File: src/rtl/break_watch_unit_if.sv
// Bus bundle between the CPU/debug front end and the break/watch unit.
interface break_watch_unit_if #(
  parameter int unsigned NUM_CH = 4,
  parameter int unsigned ADDR_W = 64,
  parameter int unsigned CNT_W  = 8
);
  localparam int unsigned SelW = (NUM_CH > 1) ? $clog2(NUM_CH) : 1;

  logic              iCpuTick;
  logic [ADDR_W-1:0] iPC;
  logic [ADDR_W-1:0] iDAddress;
  logic              iDReadEnable;
  logic              iDWriteEnable;
  logic              iExtBreak;
  logic              iResume;
  logic              iStep;
  logic              iCfgWrite;
  logic [SelW-1:0]   iCfgSel;
  logic [1:0]        iCfgMode;
  logic [ADDR_W-1:0] iCfgAddr;
  logic [ADDR_W-1:0] iCfgMask;
  logic [CNT_W-1:0]  iCfgCount;
  logic              oBreak;
  logic [SelW-1:0]   oBreakId;
  logic [1:0]        oCause;
  logic [NUM_CH-1:0] oHitMask;
  logic [1:0]        oState;

  modport master (
    output iCpuTick, iPC, iDAddress, iDReadEnable, iDWriteEnable, iExtBreak, iResume, iStep,
    output iCfgWrite, iCfgSel, iCfgMode, iCfgAddr, iCfgMask, iCfgCount,
    input  oBreak, oBreakId, oCause, oHitMask, oState
  );

  modport slave (
    input  iCpuTick, iPC, iDAddress, iDReadEnable, iDWriteEnable, iExtBreak, iResume, iStep,
    input  iCfgWrite, iCfgSel, iCfgMode, iCfgAddr, iCfgMask, iCfgCount,
    output oBreak, oBreakId, oCause, oHitMask, oState
  );
endinterface

File: src/rtl/break_watch_unit.sv
// Multi-channel breakpoint/watchpoint unit. Runs on the free-running clock, samples CPU buses
// only on iCpuTick, and requests a CPU clock freeze through oBreak while halted.
module break_watch_unit #(
  parameter int unsigned NUM_CH = 4,
  parameter int unsigned ADDR_W = 64,
  parameter int unsigned CNT_W  = 8
) (
  input logic              iCLK,
  input logic              iRST,
  break_watch_unit_if.slave bus
);
  localparam int unsigned SelW = (NUM_CH > 1) ? $clog2(NUM_CH) : 1;

  localparam logic [1:0] ModePc = 2'b01;
  localparam logic [1:0] ModeRd = 2'b10;
  localparam logic [1:0] ModeWr = 2'b11;

  localparam logic [1:0] CauseNone = 2'b00;
  localparam logic [1:0] CauseChan = 2'b01;
  localparam logic [1:0] CauseStep = 2'b10;
  localparam logic [1:0] CauseExt  = 2'b11;

  typedef enum logic [1:0] {
    StRun  = 2'd0,
    StHalt = 2'd1,
    StStep = 2'd2,
    StSkip = 2'd3
  } state_e;

  state_e            state_q, state_d;
  logic [SelW-1:0]   id_q, id_d;
  logic [1:0]        cause_q, cause_d;
  logic [NUM_CH-1:0] hm_q, hm_d;

  logic [NUM_CH-1:0] hit;
  logic [NUM_CH-1:0] fire;
  logic [SelW-1:0]   fire_id;
  logic              eval_pc;
  logic              eval_data;

  // PC matches are masked in SKIP so the resumed instruction does not re-break.
  assign eval_pc   = bus.iCpuTick && (state_q == StRun);
  assign eval_data = bus.iCpuTick && (state_q == StRun || state_q == StSkip);

  for (genvar g = 0; g < NUM_CH; g++) begin : g_ch
    logic [1:0]        mode_q;
    logic [ADDR_W-1:0] addr_q;
    logic [ADDR_W-1:0] mask_q;
    logic [CNT_W-1:0]  cnt_q;
    logic [CNT_W-1:0]  reload_q;
    logic [ADDR_W-1:0] addr_in;
    logic              addr_eq;
    logic              cfg_sel;
    logic              mode_ok;

    assign addr_in = (mode_q == ModePc) ? bus.iPC : bus.iDAddress;
    assign addr_eq = ((addr_in ^ addr_q) & mask_q) == '0;
    assign cfg_sel = bus.iCfgWrite && (bus.iCfgSel == SelW'(g));
    assign mode_ok = ((mode_q == ModePc) && eval_pc) ||
                     ((mode_q == ModeRd) && eval_data && bus.iDReadEnable) ||
                     ((mode_q == ModeWr) && eval_data && bus.iDWriteEnable);
    // A config write to this channel discards any hit in the same cycle.
    assign hit[g]  = mode_ok && addr_eq && !cfg_sel;
    assign fire[g] = hit[g] && (cnt_q == '0);

    // Channel configuration and ignore counter.
    always_ff @(posedge iCLK or posedge iRST) begin
      if (iRST) begin
        mode_q   <= 2'b00;
        addr_q   <= '0;
        mask_q   <= '0;
        cnt_q    <= '0;
        reload_q <= '0;
      end else if (cfg_sel) begin
        mode_q   <= bus.iCfgMode;
        addr_q   <= bus.iCfgAddr;
        mask_q   <= bus.iCfgMask;
        cnt_q    <= bus.iCfgCount;
        reload_q <= bus.iCfgCount;
      end else if (fire[g]) begin
        cnt_q <= reload_q;
      end else if (hit[g]) begin
        cnt_q <= cnt_q - CNT_W'(1);
      end
    end
  end

  // Lowest-numbered firing channel wins.
  always_comb begin
    fire_id = '0;
    for (int i = NUM_CH - 1; i >= 0; i--) begin
      if (fire[i]) fire_id = SelW'(i);
    end
  end

  // Next-state and break-record logic.
  always_comb begin
    state_d = state_q;
    id_d    = id_q;
    cause_d = cause_q;
    hm_d    = hm_q;
    unique case (state_q)
      StRun, StSkip: begin
        if (bus.iCpuTick) begin
          if (|fire) begin
            state_d = StHalt;
            id_d    = fire_id;
            cause_d = CauseChan;
            hm_d    = hit;
          end else if (state_q == StRun && bus.iExtBreak) begin
            state_d = StHalt;
            id_d    = '0;
            cause_d = CauseExt;
            hm_d    = hit;
          end else begin
            state_d = StRun;
          end
        end
      end
      StHalt: begin
        if (bus.iStep) begin
          state_d = StStep;
        end else if (bus.iResume) begin
          state_d = StSkip;
        end
      end
      StStep: begin
        if (bus.iCpuTick) begin
          state_d = StHalt;
          id_d    = '0;
          cause_d = CauseStep;
          hm_d    = '0;
        end
      end
      default: state_d = StRun;
    endcase
  end

  // FSM state and break record registers.
  always_ff @(posedge iCLK or posedge iRST) begin
    if (iRST) begin
      state_q <= StRun;
      id_q    <= '0;
      cause_q <= CauseNone;
      hm_q    <= '0;
    end else begin
      state_q <= state_d;
      id_q    <= id_d;
      cause_q <= cause_d;
      hm_q    <= hm_d;
    end
  end

  assign bus.oBreak   = (state_q == StHalt);
  assign bus.oBreakId = id_q;
  assign bus.oCause   = cause_q;
  assign bus.oHitMask = hm_q;
  assign bus.oState   = state_q;
endmodule

File: src/flat_wrapper.sv
// flat-port wrapper written by rule: the top's interface ports become plain ports
module break_watch_unit_flat 
#(
  parameter int unsigned NUM_CH = 4,
  parameter int unsigned ADDR_W = 64,
  parameter int unsigned CNT_W  = 8
)
  (iCLK, iRST, bus_iCpuTick, bus_iPC, bus_iDAddress, bus_iDReadEnable, bus_iDWriteEnable, bus_iExtBreak, bus_iResume, bus_iStep, bus_iCfgWrite, bus_iCfgSel, bus_iCfgMode, bus_iCfgAddr, bus_iCfgMask, bus_iCfgCount, bus_oBreak, bus_oBreakId, bus_oCause, bus_oHitMask, bus_oState);
  break_watch_unit_if #(.NUM_CH(NUM_CH), .ADDR_W(ADDR_W), .CNT_W(CNT_W)) bus_i ();
  input logic iCLK;
  input logic iRST;
  input wire logic [$bits(bus_i.iCpuTick)-1:0] bus_iCpuTick;
  input wire logic [$bits(bus_i.iPC)-1:0] bus_iPC;
  input wire logic [$bits(bus_i.iDAddress)-1:0] bus_iDAddress;
  input wire logic [$bits(bus_i.iDReadEnable)-1:0] bus_iDReadEnable;
  input wire logic [$bits(bus_i.iDWriteEnable)-1:0] bus_iDWriteEnable;
  input wire logic [$bits(bus_i.iExtBreak)-1:0] bus_iExtBreak;
  input wire logic [$bits(bus_i.iResume)-1:0] bus_iResume;
  input wire logic [$bits(bus_i.iStep)-1:0] bus_iStep;
  input wire logic [$bits(bus_i.iCfgWrite)-1:0] bus_iCfgWrite;
  input wire logic [$bits(bus_i.iCfgSel)-1:0] bus_iCfgSel;
  input wire logic [$bits(bus_i.iCfgMode)-1:0] bus_iCfgMode;
  input wire logic [$bits(bus_i.iCfgAddr)-1:0] bus_iCfgAddr;
  input wire logic [$bits(bus_i.iCfgMask)-1:0] bus_iCfgMask;
  input wire logic [$bits(bus_i.iCfgCount)-1:0] bus_iCfgCount;
  output wire logic [$bits(bus_i.oBreak)-1:0] bus_oBreak;
  output wire logic [$bits(bus_i.oBreakId)-1:0] bus_oBreakId;
  output wire logic [$bits(bus_i.oCause)-1:0] bus_oCause;
  output wire logic [$bits(bus_i.oHitMask)-1:0] bus_oHitMask;
  output wire logic [$bits(bus_i.oState)-1:0] bus_oState;
  assign bus_i.iCpuTick = bus_iCpuTick;
  assign bus_i.iPC = bus_iPC;
  assign bus_i.iDAddress = bus_iDAddress;
  assign bus_i.iDReadEnable = bus_iDReadEnable;
  assign bus_i.iDWriteEnable = bus_iDWriteEnable;
  assign bus_i.iExtBreak = bus_iExtBreak;
  assign bus_i.iResume = bus_iResume;
  assign bus_i.iStep = bus_iStep;
  assign bus_i.iCfgWrite = bus_iCfgWrite;
  assign bus_i.iCfgSel = bus_iCfgSel;
  assign bus_i.iCfgMode = bus_iCfgMode;
  assign bus_i.iCfgAddr = bus_iCfgAddr;
  assign bus_i.iCfgMask = bus_iCfgMask;
  assign bus_i.iCfgCount = bus_iCfgCount;
  assign bus_oBreak = bus_i.oBreak;
  assign bus_oBreakId = bus_i.oBreakId;
  assign bus_oCause = bus_i.oCause;
  assign bus_oHitMask = bus_i.oHitMask;
  assign bus_oState = bus_i.oState;
  break_watch_unit #(.NUM_CH(NUM_CH), .ADDR_W(ADDR_W), .CNT_W(CNT_W)) u_core (.iCLK(iCLK), .iRST(iRST), .bus(bus_i));
endmodule
File: config.mk
export PLATFORM = sky130hd
export DESIGN_NAME = break_watch_unit_flat
export DESIGN_NICKNAME = d
export VERILOG_FILES = /design/src/rtl/break_watch_unit_if.sv /design/src/rtl/break_watch_unit.sv /design/src/flat_wrapper.sv
export SDC_FILE = /design/constraint.sdc
export NUM_CORES = 2
export LEC_CHECK = 0
export CAP_MARGIN = 20
export CORE_MARGIN = 4
export CORE_UTILIZATION = 28
export CTS_CLUSTER_SIZE = 40
export DETAILED_ROUTE_END_ITERATION = 6
export HOLD_SLACK_MARGIN = 0.03
export PLACE_DENSITY = 0.44
export SYNTH_ARGS = -nofsm -noshare
export SYNTH_HDL_FRONTEND = slang
export SYNTH_SLANG_ARGS = --single-unit
export TNS_END_PERCENT = 1
File: constraint.sdc
create_clock -name iCLK -period 51.2 [get_ports iCLK]
set_clock_uncertainty 0.1 [all_clocks]
set_input_delay 5.12 -clock iCLK [delete_from_list [all_inputs] [get_ports iCLK]]
set_output_delay 5.12 -clock iCLK [all_outputs]
set_load 0.1 [all_outputs]
==> impl_metrics.tcl <==
set metrics [dict create \
    power_switching_share_pct 36.0 \
    stdcell_count 5479 \
    r2r_cells 11 \
    ys.flop_type "dfrtp_1" \
    timing.slew.headroom_pct 21.0 \
    cts_buffers 75 \
    syn-cell-area_um2 31200 \
    finalSetupViolations 0 \
    vias 27100 \
    combPwrFrac_pct 27.7 \
    place.gp.congestion 0.982 \
    grt_pass1_vias 26300 \
    p_leak_nw 19.0 \
    synth_top_cell_by_area "dfrtp_1" \
    maxSlewViolCount 0 \
    coreArea_um2 111000 \
    pin_count 288 \
    timing.setup.tns_ns 0 \
    ys_seq_elements 594 \
    synth_cell_type_count 57 \
    area_growth_pct 22.0 \
    die_w_um 342 \
    critical_path.max_fanout 12 \
    yosysMostFrequentCell "nand2_1" \
    ys_seq_area_share_pct 47.7 \
    intPower_w 0.00102 \
    final_hold_viol_count 0 \
    synth_warnings 0 \
    power.clock.fraction_pct 34.0 \
    dieHeight_um 342 \
    max_freq_mhz 117 \
    synth_common_cells "1795 x nand2_1, 594 x dfrtp_1, 363 x mux2i_1, 163 x xnor2_1, 123 x clkbuf_1" \
    ir_drop_v 0.0000183 \
    drv_cap 0 \
    cts_tree "done" \
    clock-sinks 594 \
    routed_wl_um 142000 \
    grt_use_total_pct 23.9 \
    drcViolationCount 0 \
    grt_max_degree 156 \
    fin_nets 4218 \
    drive_gt1_share_pct 4.19 \
    antenna_left 0 \
    end_kind "register" \
    critical_path_class "primary input to register" \
    holdPathStages 2 \
    antenna_found_initial 9 \
    multi_input_area_um2 15600 \
    syn_nets 3985 \
    tightest_slew_ns 1.15 \
    postCtsSetupBuffers 0 \
    grt_pass1_wl_um 200000 \
    wl_per_cell_um 25.9 \
    cts_buffer_depth 3 \
    synth_cells 3701 \
    powerDensity_nw_per_um2 41.7 \
    rsz0062_at_grt "no" \
    synth-async-reset-ratio_pct 100 \
    avgSynthCellArea_um2 8.42 \
    arrival_ns 8.92 \
    cts_max_level 3 \
    drt_iter0_markers 2478 \
    status "finished clean" \
    portBuffers 287 \
    p_sw_w 0.000570 \
    start_kind "primary input" \
    seqPwrFrac_pct 38.2 \
    placedCellCount 5344 \
    min_path_type "register to register" \
    period_share_pct 16.6 \
    rows 122 \
    clkLatencyLatePin_ns 0.63 \
    fin_util_pct 34.4 \
    synth.area.top_cells "dfrtp_1 48%, nand2_1 22%, mux2i_1 12%" \
    start_util_pct 28.2 \
    grt-ovfl-total 0 \
    hpwl_um 104000 \
    root_buffer "clkbuf_16" \
    period_needed_ns 8.52 \
    cts_resized 0 \
    regArea_um2 14900 \
    die_area_um2 117000 \
    yosysTopAreaCellShare_pct 47.7 \
    cts-hold-fix-buffers 0 \
    fill_cells 11700 \
    drtPass1Iterations 5 \
    viasPerCell 4.94 \
    clk_pin_slew_ns 0.06 \
    required_ns 51.60 \
    synth-edff-count 0 \
]
[cell families (layout without fill, tap and decap cells)]
family / count (synthesis) / count (layout) / synth area share, %
compound gates: 232 / 232 / 5.05
buf+inv: 179 / 465 / 2.38
flops: 594 / 594 / 47.7
other cells: 0 / 4 / 0
simple gates: 2158 / 2158 / 28.2
mux: 368 / 368 / 11.8
xor+xnor: 163 / 163 / 4.58
fa+ha+maj: 7 / 7 / 0.281
[area by class of cell]
class	instances	share of cell area, %
antenna	4	0.0263
clock buffer	115	6.09
clock inverter	15	0.359
inverter	16	0.178
multi-input combinational	2928	41.1
sequential	594	39.1
tap	1488	4.90
timing repair buffer	319	8.25
[power by group through the flow]
stage | Clock [W] | Combinational (W) | Sequential [W]
global route | 0.000566 | 0.000468 | 0.000615
detailed placement | 0 | 0.000436 | 0.000613
finish | 0.000539 | 0.000439 | 0.000606
floorplan | 0 | 0.000240 | 0.000605
global placement | 0 | 0.000435 | 0.000612
CTS | 0.000549 | 0.000437 | 0.000605
[per-layer routing]
metal / global-route usage [%] / wire length [um]
met1: 32.3 / 61700
met2: 38.4 / 65400
met3: 4.63 / 9560
met4: 7.88 / 5000
met5: 0 / 41
[metrics by stage]
stage	hold WS, ns	setup WS, ns	power (W)	area, um^2
after CTS	0.376	42.71	0.00159	38000
after global placement	0.356	42.03	0.00105	35500
after detailed placement	0.361	42.04	0.00105	35500
final	0.374	42.68	0.00159	38000
after floorplan	0.341	29.36	0.000845	31200
after global routing	0.390	42.41	0.00165	38000
[state kept, by name, indices dropped and copies added, names as in the netlist]
name and flops:
u_core.bus.oBreakId 2, u_core.g_ch.addr_q 256, u_core.g_ch.reload_q 32, u_core.bus.oCause 2
u_core.bus.oState 2, u_core.g_ch.cnt_q 32, u_core.bus.oHitMask 4, u_core.g_ch.mode_q 8
u_core.g_ch.mask_q 256
[critical path, stage by stage]
cell             delay (ns)
clkdlybuf4s50_1        0.58
mux2i_1                0.14
mux2i_1                0.35
a2111oi_1              0.82
nand4_1                0.22
nor4_2                 0.66
nand2_1                0.45
nor2_1                 0.31
a31o_2                 0.18
o21ai_0                0.08
[worst paths after layout]
check	start	end	slack (ns)
max in group asynchronous	iRST	u_core.g_ch[1].addr_q[43]$_DFFE_PP0P_	42.93
setup / recovery	bus_iDAddress[34]	u_core.g_ch[2].cnt_q[7]$_DFFE_PP0P_	42.68
hold reg to reg	u_core.g_ch[0].reload_q[4]$_DFFE_PP0P_	u_core.g_ch[0].reload_q[4]$_DFFE_PP0P_	0.37
hold / removal	u_core.g_ch[0].reload_q[4]$_DFFE_PP0P_	u_core.g_ch[0].reload_q[4]$_DFFE_PP0P_	0.37
setup reg to reg	u_core.g_ch[3].mode_q[1]$_DFFE_PP0P_	u_core.bus.oBreakId[1]$_DFFE_PP0P_	45.98
min in group asynchronous	iRST	u_core.g_ch[3].addr_q[13]$_DFFE_PP0P_	4.93
[cell usage in the layout, fill, tap and decap left out, types with 5 or more instances in the layout]
master | netlist | layout
nand2_1 | 1795 | 1795
dfrtp_1 | 594 | 594
mux2i_1 | 363 | 363
clkdlybuf4s50_1 | 0 | 287
xnor2_1 | 163 | 163
nand2b_1 | 105 | 102
a22oi_1 | 94 | 94
nor2_1 | 93 | 92
clkbuf_16 | 0 | 81
nand4_1 | 54 | 54
a21oi_1 | 49 | 49
nor4_1 | 31 | 31
buf_4 | 4 | 29
o21ai_0 | 26 | 26
nor3_1 | 21 | 21
nand3_1 | 20 | 19
clkbuf_1 | 123 | 18
clkbuf_8 | 0 | 16
inv_1 | 16 | 15
a211oi_1 | 10 | 10
or3_1 | 9 | 9
clkinv_2 | 0 | 9
a2111oi_0 | 8 | 8
a31oi_1 | 8 | 8
ha_1 | 7 | 7
o22ai_1 | 5 | 5
(Power assumes the default switching activity.)
